===== src/rtl/uart_pkg.sv =====
// Shared definitions for the UART link (receiver and transmitter).
//   rx_state_t            receiver FSM encoding
//   DATA_BITS             payload bits per frame (8N1)
//   CLKS_PER_BIT_DEFAULT  clk cycles per bit: 50 MHz / 9600 baud
package uart_pkg;

    typedef enum logic [1:0] {
        IDLE  = 2'd0,
        START = 2'd1,
        DATA  = 2'd2,
        STOP  = 2'd3
    } rx_state_t;

    localparam int DATA_BITS            = 8;
    localparam int CLKS_PER_BIT_DEFAULT = 5208;

endpackage


===== src/rtl/sync_2ff.sv =====
// Two-flop synchroniser for a single asynchronous input.
//   clk    in   system clock
//   rst_n  in   asynchronous active-low reset; both flops load RESET_VAL
//   d      in   asynchronous input
//   q      out  synchronised copy of d, two clk cycles late
module sync_2ff #(
    parameter logic RESET_VAL = 1'b1
) (
    input  logic clk,
    input  logic rst_n,
    input  logic d,
    output logic q
);

    logic meta;

    always_ff @(posedge clk or negedge rst_n) begin
        if (!rst_n) begin
            meta <= RESET_VAL;
            q    <= RESET_VAL;
        end else begin
            meta <= d;
            q    <= meta;
        end
    end

endmodule


===== src/rtl/uart_rx.sv =====
// 8N1 UART receiver with valid/ready byte output and error pulses.
//   clk        in   system clock
//   rst_n      in   asynchronous active-low reset
//   rx         in   serial line, asynchronous, idle high
//   rx_data    out  received byte, stable while rx_valid=1
//   rx_valid   out  byte available, held until accepted
//   rx_ready   in   consumer accepts (transfer on rx_valid & rx_ready)
//   frame_err  out  one-cycle pulse: stop bit sampled low
//   overrun    out  one-cycle pulse: byte completed while previous one pending
//   busy       out  FSM not in IDLE
//
// state | meaning
// IDLE  | waiting for a falling edge on the synchronised line
// START | timing to the middle of the start bit, rejects glitches
// DATA  | sampling the 8 data bits mid-bit, LSB first
// STOP  | sampling the stop bit, then back to IDLE on the same edge
module uart_rx
    import uart_pkg::*;
#(
    parameter int CLKS_PER_BIT = CLKS_PER_BIT_DEFAULT
) (
    input  logic                 clk,
    input  logic                 rst_n,
    input  logic                 rx,
    output logic [DATA_BITS-1:0] rx_data,
    output logic                 rx_valid,
    input  logic                 rx_ready,
    output logic                 frame_err,
    output logic                 overrun,
    output logic                 busy
);

    localparam int            CW        = $clog2(CLKS_PER_BIT);
    localparam logic [CW-1:0] HALF_LAST = CW'(CLKS_PER_BIT / 2 - 1);
    localparam logic [CW-1:0] BIT_LAST  = CW'(CLKS_PER_BIT - 1);
    localparam logic [2:0]    LAST_BIT  = 3'(DATA_BITS - 1);

    rx_state_t            state, state_next;
    logic                 rx_s, rx_s_d;
    logic                 start_edge, sample_pt;
    logic [CW-1:0]        baud_cnt;
    logic [2:0]           bit_cnt;
    logic [DATA_BITS-1:0] shift_reg;
    logic                 stop_ok;

    sync_2ff #(.RESET_VAL(1'b1)) u_sync (
        .clk   (clk),
        .rst_n (rst_n),
        .d     (rx),
        .q     (rx_s)
    );

    always_ff @(posedge clk or negedge rst_n) begin
        if (!rst_n) rx_s_d <= 1'b1;
        else        rx_s_d <= rx_s;
    end

    assign start_edge = rx_s_d & ~rx_s;

    // The counter was cleared in IDLE, so the half-bit compare is one short of H
    // and every later sample point is exactly one full bit after the previous.
    always_comb begin
        sample_pt = 1'b0;
        if (state == START) sample_pt = (baud_cnt == HALF_LAST);
        else                sample_pt = (baud_cnt == BIT_LAST);
    end

    always_ff @(posedge clk or negedge rst_n) begin
        if (!rst_n) state <= IDLE;
        else        state <= state_next;
    end

    always_comb begin
        state_next = state;
        unique case (state)
            IDLE:  if (start_edge) state_next = START;
            START: if (sample_pt)  state_next = rx_s ? IDLE : DATA;
            DATA:  if (sample_pt && bit_cnt == LAST_BIT) state_next = STOP;
            STOP:  if (sample_pt)  state_next = IDLE;
            default: state_next = IDLE;
        endcase
    end

    always_comb begin
        busy = (state != IDLE);
    end

    always_ff @(posedge clk or negedge rst_n) begin
        if (!rst_n) begin
            baud_cnt  <= '0;
            bit_cnt   <= '0;
            shift_reg <= '0;
        end else begin
            if (state == IDLE || sample_pt) baud_cnt <= '0;
            else                            baud_cnt <= baud_cnt + 1'b1;

            if (state == IDLE) begin
                bit_cnt <= '0;
            end else if (state == DATA && sample_pt) begin
                bit_cnt   <= bit_cnt + 1'b1;
                shift_reg <= {rx_s, shift_reg[DATA_BITS-1:1]};
            end
        end
    end

    // Stop-bit result is registered, so the output stage acts one cycle later.
    always_ff @(posedge clk or negedge rst_n) begin
        if (!rst_n) begin
            stop_ok   <= 1'b0;
            frame_err <= 1'b0;
        end else begin
            stop_ok   <= (state == STOP) && sample_pt && rx_s;
            frame_err <= (state == STOP) && sample_pt && !rx_s;
        end
    end

    always_ff @(posedge clk or negedge rst_n) begin
        if (!rst_n) begin
            rx_data  <= '0;
            rx_valid <= 1'b0;
            overrun  <= 1'b0;
        end else begin
            overrun <= 1'b0;
            if (stop_ok) begin
                if (!rx_valid || rx_ready) begin
                    rx_data  <= shift_reg;
                    rx_valid <= 1'b1;
                end else begin
                    overrun <= 1'b1;
                end
            end else if (rx_valid && rx_ready) begin
                rx_valid <= 1'b0;
            end
        end
    end

endmodule


===== config.mk =====
export PLATFORM = sky130hd
export DESIGN_NAME = uart_rx
export DESIGN_NICKNAME = d
export VERILOG_FILES = /design/src/rtl/uart_pkg.sv /design/src/rtl/sync_2ff.sv /design/src/rtl/uart_rx.sv
export SDC_FILE = /design/constraint.sdc
export NUM_CORES = 1
export LEC_CHECK = 0
export ABC_AREA = 0
export CAP_MARGIN = 20
export CORE_MARGIN = 2
export CORE_UTILIZATION = 40
export CTS_BUF_LIST = sky130_fd_sc_hd__clkbuf_16
export CTS_CLUSTER_SIZE = 14
export DETAILED_ROUTE_END_ITERATION = 10
export GPL_ROUTABILITY_DRIVEN = 0
export PLACE_DENSITY = 0.58
export SLEW_MARGIN = 30
export SYNTH_ARGS = -nofsm -noshare
export SYNTH_HDL_FRONTEND = slang
export SYNTH_SLANG_ARGS = --single-unit

===== constraint.sdc =====
create_clock -name clk -period 2 [get_ports clk]
set_input_delay 0.5 -clock clk [delete_from_list [all_inputs] [get_ports clk]]
set_output_delay 0.5 -clock clk [all_outputs]
set_load 0.05 [all_outputs]

After elaboration in Yosys (flattened, before gate mapping)
Cells that the tools add are included.
- reductions and logical operators: 18
- eq/ne operators: 11
- multiplexer cells: 15
- add/sub/neg operators: 2
- bitwise operators: 3
- operators by type and width (operator ; number):
    13-bit by 1-bit adder with 13-bit output, second input constant ; 1
    13-bit by 12-bit == test with 1-bit output, second input constant ; 1
    13-bit == test, second input constant ; 1
    13-bit 2-to-1 mux ; 1
    2-bit 2-to-1 mux ; 5
    2-bit inequality test, second input constant ; 4
    2-bit one-hot mux with 4 select lines ; 1
    1-bit logical AND ; 6
    1-bit 2-to-1 mux ; 6
    3-bit 2-to-1 mux ; 2
    2-bit AND reduction ; 3
    2-bit nonzero test ; 3
    2-bit == test, second input constant ; 2
    4-bit AND reduction ; 1
    3-bit by 1-bit adder with 3-bit output, second input constant ; 1
    3-bit == test, second input constant ; 1
    2-bit by 1-bit == test with 1-bit output, second input constant ; 1
    1-bit logical NOT ; 2
    2-bit logical NOT ; 1
    1-bit logical OR ; 2
    2-bit by 1-bit inequality test with 1-bit output, second input constant ; 1
    1-bit NOT ; 2
    1-bit bitwise AND ; 1
- input port bits: 4
- register bits: 41
- output and inout port bits: 12
- logic and storage cells: 61

Longest topological paths before layout
- word-level depth: 5
- gate-level depth with buffers: 6
- depth with buffers taken out: 5

By module
A second synthesis with hierarchy kept.
- cell total of the unflattened synthesis: 155
- area, all modules: 1814.2 µm²
- by module, submodules not included (module ; cells each ; area each (µm²) ; instances ; seq. area each (µm²)):
    uart_rx ; 153 ; 1761.7 ; 1 ; 977.2
    sync_2ff ; 2 ; 52.6 ; 1 ; 52.6

Worst setup path before layout
OpenSTA, ideal clock, no wires.
- path type: reg2reg
- start: register baud_cnt[10]
- end: register shift_reg[0]
- buffers on the path: 1
- setup time: 0.125 ns
- clock period less this slack: 1.901 ns
- setup slack: 0.099 ns
- data required time: 1.875 ns
- data arrival time: 1.777 ns
- stages on the path, launching flop included: 6
- cell sequence: dfrtp_1 > buf_2 > a222oi_1 > nand3_2 > nor3_4 > mux2_2
- word-level cells in the longest chain between the ends: 4
- elaborated cells between the ends (all ways): 5
- classes of those cells: 2 x eq/ne; 1 x mux; 2 x reduce/logical
- ends and longest elaborated chain (what ; line ; source):
    start, declared ; uart_rx.sv:41 ; logic [CW-1:0] baud_cnt;
    start signal, assigned ; uart_rx.sv:95 ; else baud_cnt <= baud_cnt + 1'b1;
    13-bit == test / 13-bit by 12-bit == test with 1-bit output (equally long branches) ; uart_rx.sv:65, uart_rx.sv:64 ;
    1-bit 2-to-1 mux (*) ; uart_rx.sv:64 ; if (state == START) sample_pt = (baud_cnt == HALF_LAST);
    1-bit logical AND (*) ; uart_rx.sv:99 ; end else if (state == DATA && sample_pt) begin
    2-bit AND reduction (no line) (*) ; -- ;
    end signal, assigned ; uart_rx.sv:101 ; shift_reg <= {rx_s, shift_reg[DATA_BITS-1:1]};
    end, declared ; uart_rx.sv:43 ; logic [DATA_BITS-1:0] shift_reg;
Every way passes the cells marked *; elsewhere a longest branch is shown, timed or not.
A chain may end at the register's enable or synchronous reset.

Worst setup path after layout
- start: register rx_data[2]
- end: output rx_data[2]
- RTL lines (what ; line ; source):
    start, declared ; uart_rx.sv:25 ; output logic [DATA_BITS-1:0] rx_data,
    start signal, assigned ; uart_rx.sv:126 ; rx_data <= shift_reg;
No word-level cell between the ends.

==> results.toml <==
[outcome]
status = "finished, final reports clean"

[timing]
skew_ps = 3.66
grt_setup_unrepaired = "no"
setup_ws_ps = 36.3
fin_crit_ps = 1960
setup_violations = 0
fmax_ghz = 0.509
worst_hold_slack_ps = 275
hold_viol = 0
relSlewSlack_pct = 65.8
worstMarginPinSlew_ps = 513
slew_violations = 0
setup_tns_ps = 0
period_share_pct = 98.2

[synthesis]
synth_seq_cells = 41
syn_inst = 150
synth_area_mm2 = 0.00180
synth_area_per_cell_um2 = 12.0
ys_warn_count = 0
synth-seq-area-share_pct = 57.2
syn-num-nets = 157
ys_types = 35

[clocking]
clkTransAtPathRegs_ps = 60
cts_tree = "done"
cts_root_buffer = "clkbuf_16"
hold_buffers = 0
cts-htree-levels = 2
cts_made_buffers = 5
clkLatencyLatePin_ps = 280
clock_sinks = 41
clock_path_buffers = 2

[worst_hold_path]
hold_path_class = "input port to async pin"

[pwr]
p_leak_nw = 1.07
comb_power_share_pct = 17.9
netSwitchingPower_uw = 580
switching_share_pct = 25.8
cellPowerDensity_mw_per_mm2 = 990
seq_power_share_pct = 42.7
clkPwrFrac_pct = 39.4
power.internal_mw = 1.67
ir_worst_vdd_v = 0.000647

[place]
dp_slack_ps = 58.3
io_buffer_count = 15
hpwl_mm = 2.44
post_dp_cell_area_mm2 = 0.00209

[worst_setup_path]
path_cells = "clkdlybuf4s50_1"
cp-start-kind = "flop"
rr_worst_depth = 6
worstSetupEndpointType = "output port"
crit_path_end = "rx_data[2]"
crit_required_ps = 1500
arrival_ps = 1460
path_max_fanout = 2
path_depth = 1
critPathBufInv = 1
cp-startpoint = "rx_data[2]"
cpMaxStageDelayCell = "clkdlybuf4s50_1"
cpLargestDelayFamily = "buffers and inverters"
rr_startpoint = "baud_cnt[4]"
reg2reg_to = "shift_reg[1]"
ff2ff_setup_slack_ps = 150
crit_path_max_incr_delay_ps = 820
path_class = "flop to output port"

[die]
die-height_um = 71.1
die_x_um = 71.1
rows = 24
dieArea_mm2 = 0.00506
core_area_mm2 = 0.00435
initial_core_util_pct = 41.4
ios = 16

[layout]
drive_gt1_share_pct = 26.8
largest_register_ffs = 13
nFillCells = 380
fin_area_mm2 = 0.00227
layout_commonest_cell = "dfrtp_1"
syn_to_final_growth_pct = 26.2
fin_util_pct = 52.2
mostFrequentLayoutCells = "dfrtp_1 (38), buf_4 (18), mux2_2 (15)"
finalNetCount = 189
antenna_cells = 0

[routing]
drtIter0Drc = 54
ant_nets = 0
vias = 1267
dr.pass1.iters = 4
drc = 0
wire_per_inst_um = 15.0
routed_wl_mm = 3.52
via_per_inst = 5.39

[global_route]
grt_pass1_vias = 1270
grt_pass1_wl_mm = 6.04
antenna_found_initial = 0
grt_max_degree = 42
grt_usage_pct = 15.2
overflow = 0

[flow_run]
drv_cap = 0
synth_stat cells, drive strengths merged:
cell type | instances | area share (%)
dfrtp | 38 | 53
mux2 | 16 | 10
nor2 | 11 | 2.3
nor3 | 11 | 3.7
nand2 | 10 | 2.1
xnor2 | 7 | 3.4
inv | 6 | 1.2
nand3 | 5 | 1.7
a21oi | 4 | 1.1
nand4 | 4 | 1.4
xor2 | 4 | 1.9
a221o | 3 | 1.7
and3 | 3 | 1.0
dfstp | 3 | 4.4
ha | 3 | 2.1
and4 | 2 | 0.97
buf | 2 | 0.56
clkbuf | 2 | 0.42
nor4 | 2 | 0.69
o31a | 2 | 0.97
a222oi | 1 | 0.56
a31oi | 1 | 0.35
a32o | 1 | 0.56
and2 | 1 | 0.35
and4b | 1 | 0.56
nand2b | 1 | 0.35
nor3b | 1 | 0.42
nor4b | 1 | 0.49
nor4bb | 1 | 0.56
o21ai | 1 | 0.28
o31ai | 1 | 0.69
o41ai | 1 | 0.49
metal layers:
layer	track usage (%)	up-vias	routed length [um]
met5	0	-	0
met2	22.7	12	1710
met4	4.40	0	29
met1	21.8	648	1660
met3	3.99	2	109
li1	-	605	-
stage by stage:
stage,total power [mW],std cells
2_1_floorplan,1.20,150
3_3_place_gp,1.36,226
3_5_place_dp,1.37,226
4_1_cts,2.26,234
5_1_grt,2.35,235
6_report,2.25,235
worst reg2reg max path, stage by stage (launching register included):
cell and delay [ps]:
dfrtp_1 360, buf_4 150, and4b_1 260, nand4_1 260
nor3_4 230, buf_12 150, mux2_2 330
timing repair:
| item | 4_1_cts | 5_1_grt |
|---|---|---|
| gates resized for setup | 0 | 1 |
| buffers inserted | 0 | 1 |
| setup endpoints to repair | 0 | 9 |
layout make-up:
cell class	count	area [um2]	share of cell area, %
Clock buffer	5	125	5.50
Timing Repair Buffer	29	260	11.4
Multi-Input combinational cell	99	733	32.3
Clock inverter	3	37.5	1.65
Tap cell	52	65.1	2.86
Inverter	6	22.5	0.991
Sequential cell	41	1030	45.3
worst min-delay path by stage:
stage                           start            to  slack [ps]  cells past startpoint
final                           rst_n   baud_cnt[8]         270                      2
after global placement    u_sync.meta      u_sync.q         350                      0
after global routing            rst_n  baud_cnt[12]         340                      2
after floorplan                 rst_n     async pin         200                      0
after CTS                       rst_n   baud_cnt[1]         310                      2
after detailed placement  u_sync.meta      u_sync.q         350                      0
power by group through the flow:
stage	clock network, mW	logic (mW)	registers, mW
finish	0.886	0.404	0.961
global route	0.931	0.451	0.973
CTS	0.890	0.406	0.960
detailed placement	0	0.400	0.969
global placement	0	0.393	0.966
floorplan	0	0.196	0.999
kinds of logic (layout without fill, tap and decap cells):
family          count (synthesis)  in the layout  synth area share (%)
flops                          41             41                  57.2
fa+ha+maj                       3              3                  2.08
compound gates                 15             15                  6.67
simple gates                   54             54                  16.5
xor+xnor                       11             11                  5.35
mux                            16             16                  10.0
buf+inv                        10             43                  2.22
No activity file was read; power rests on OpenSTA's default activity.
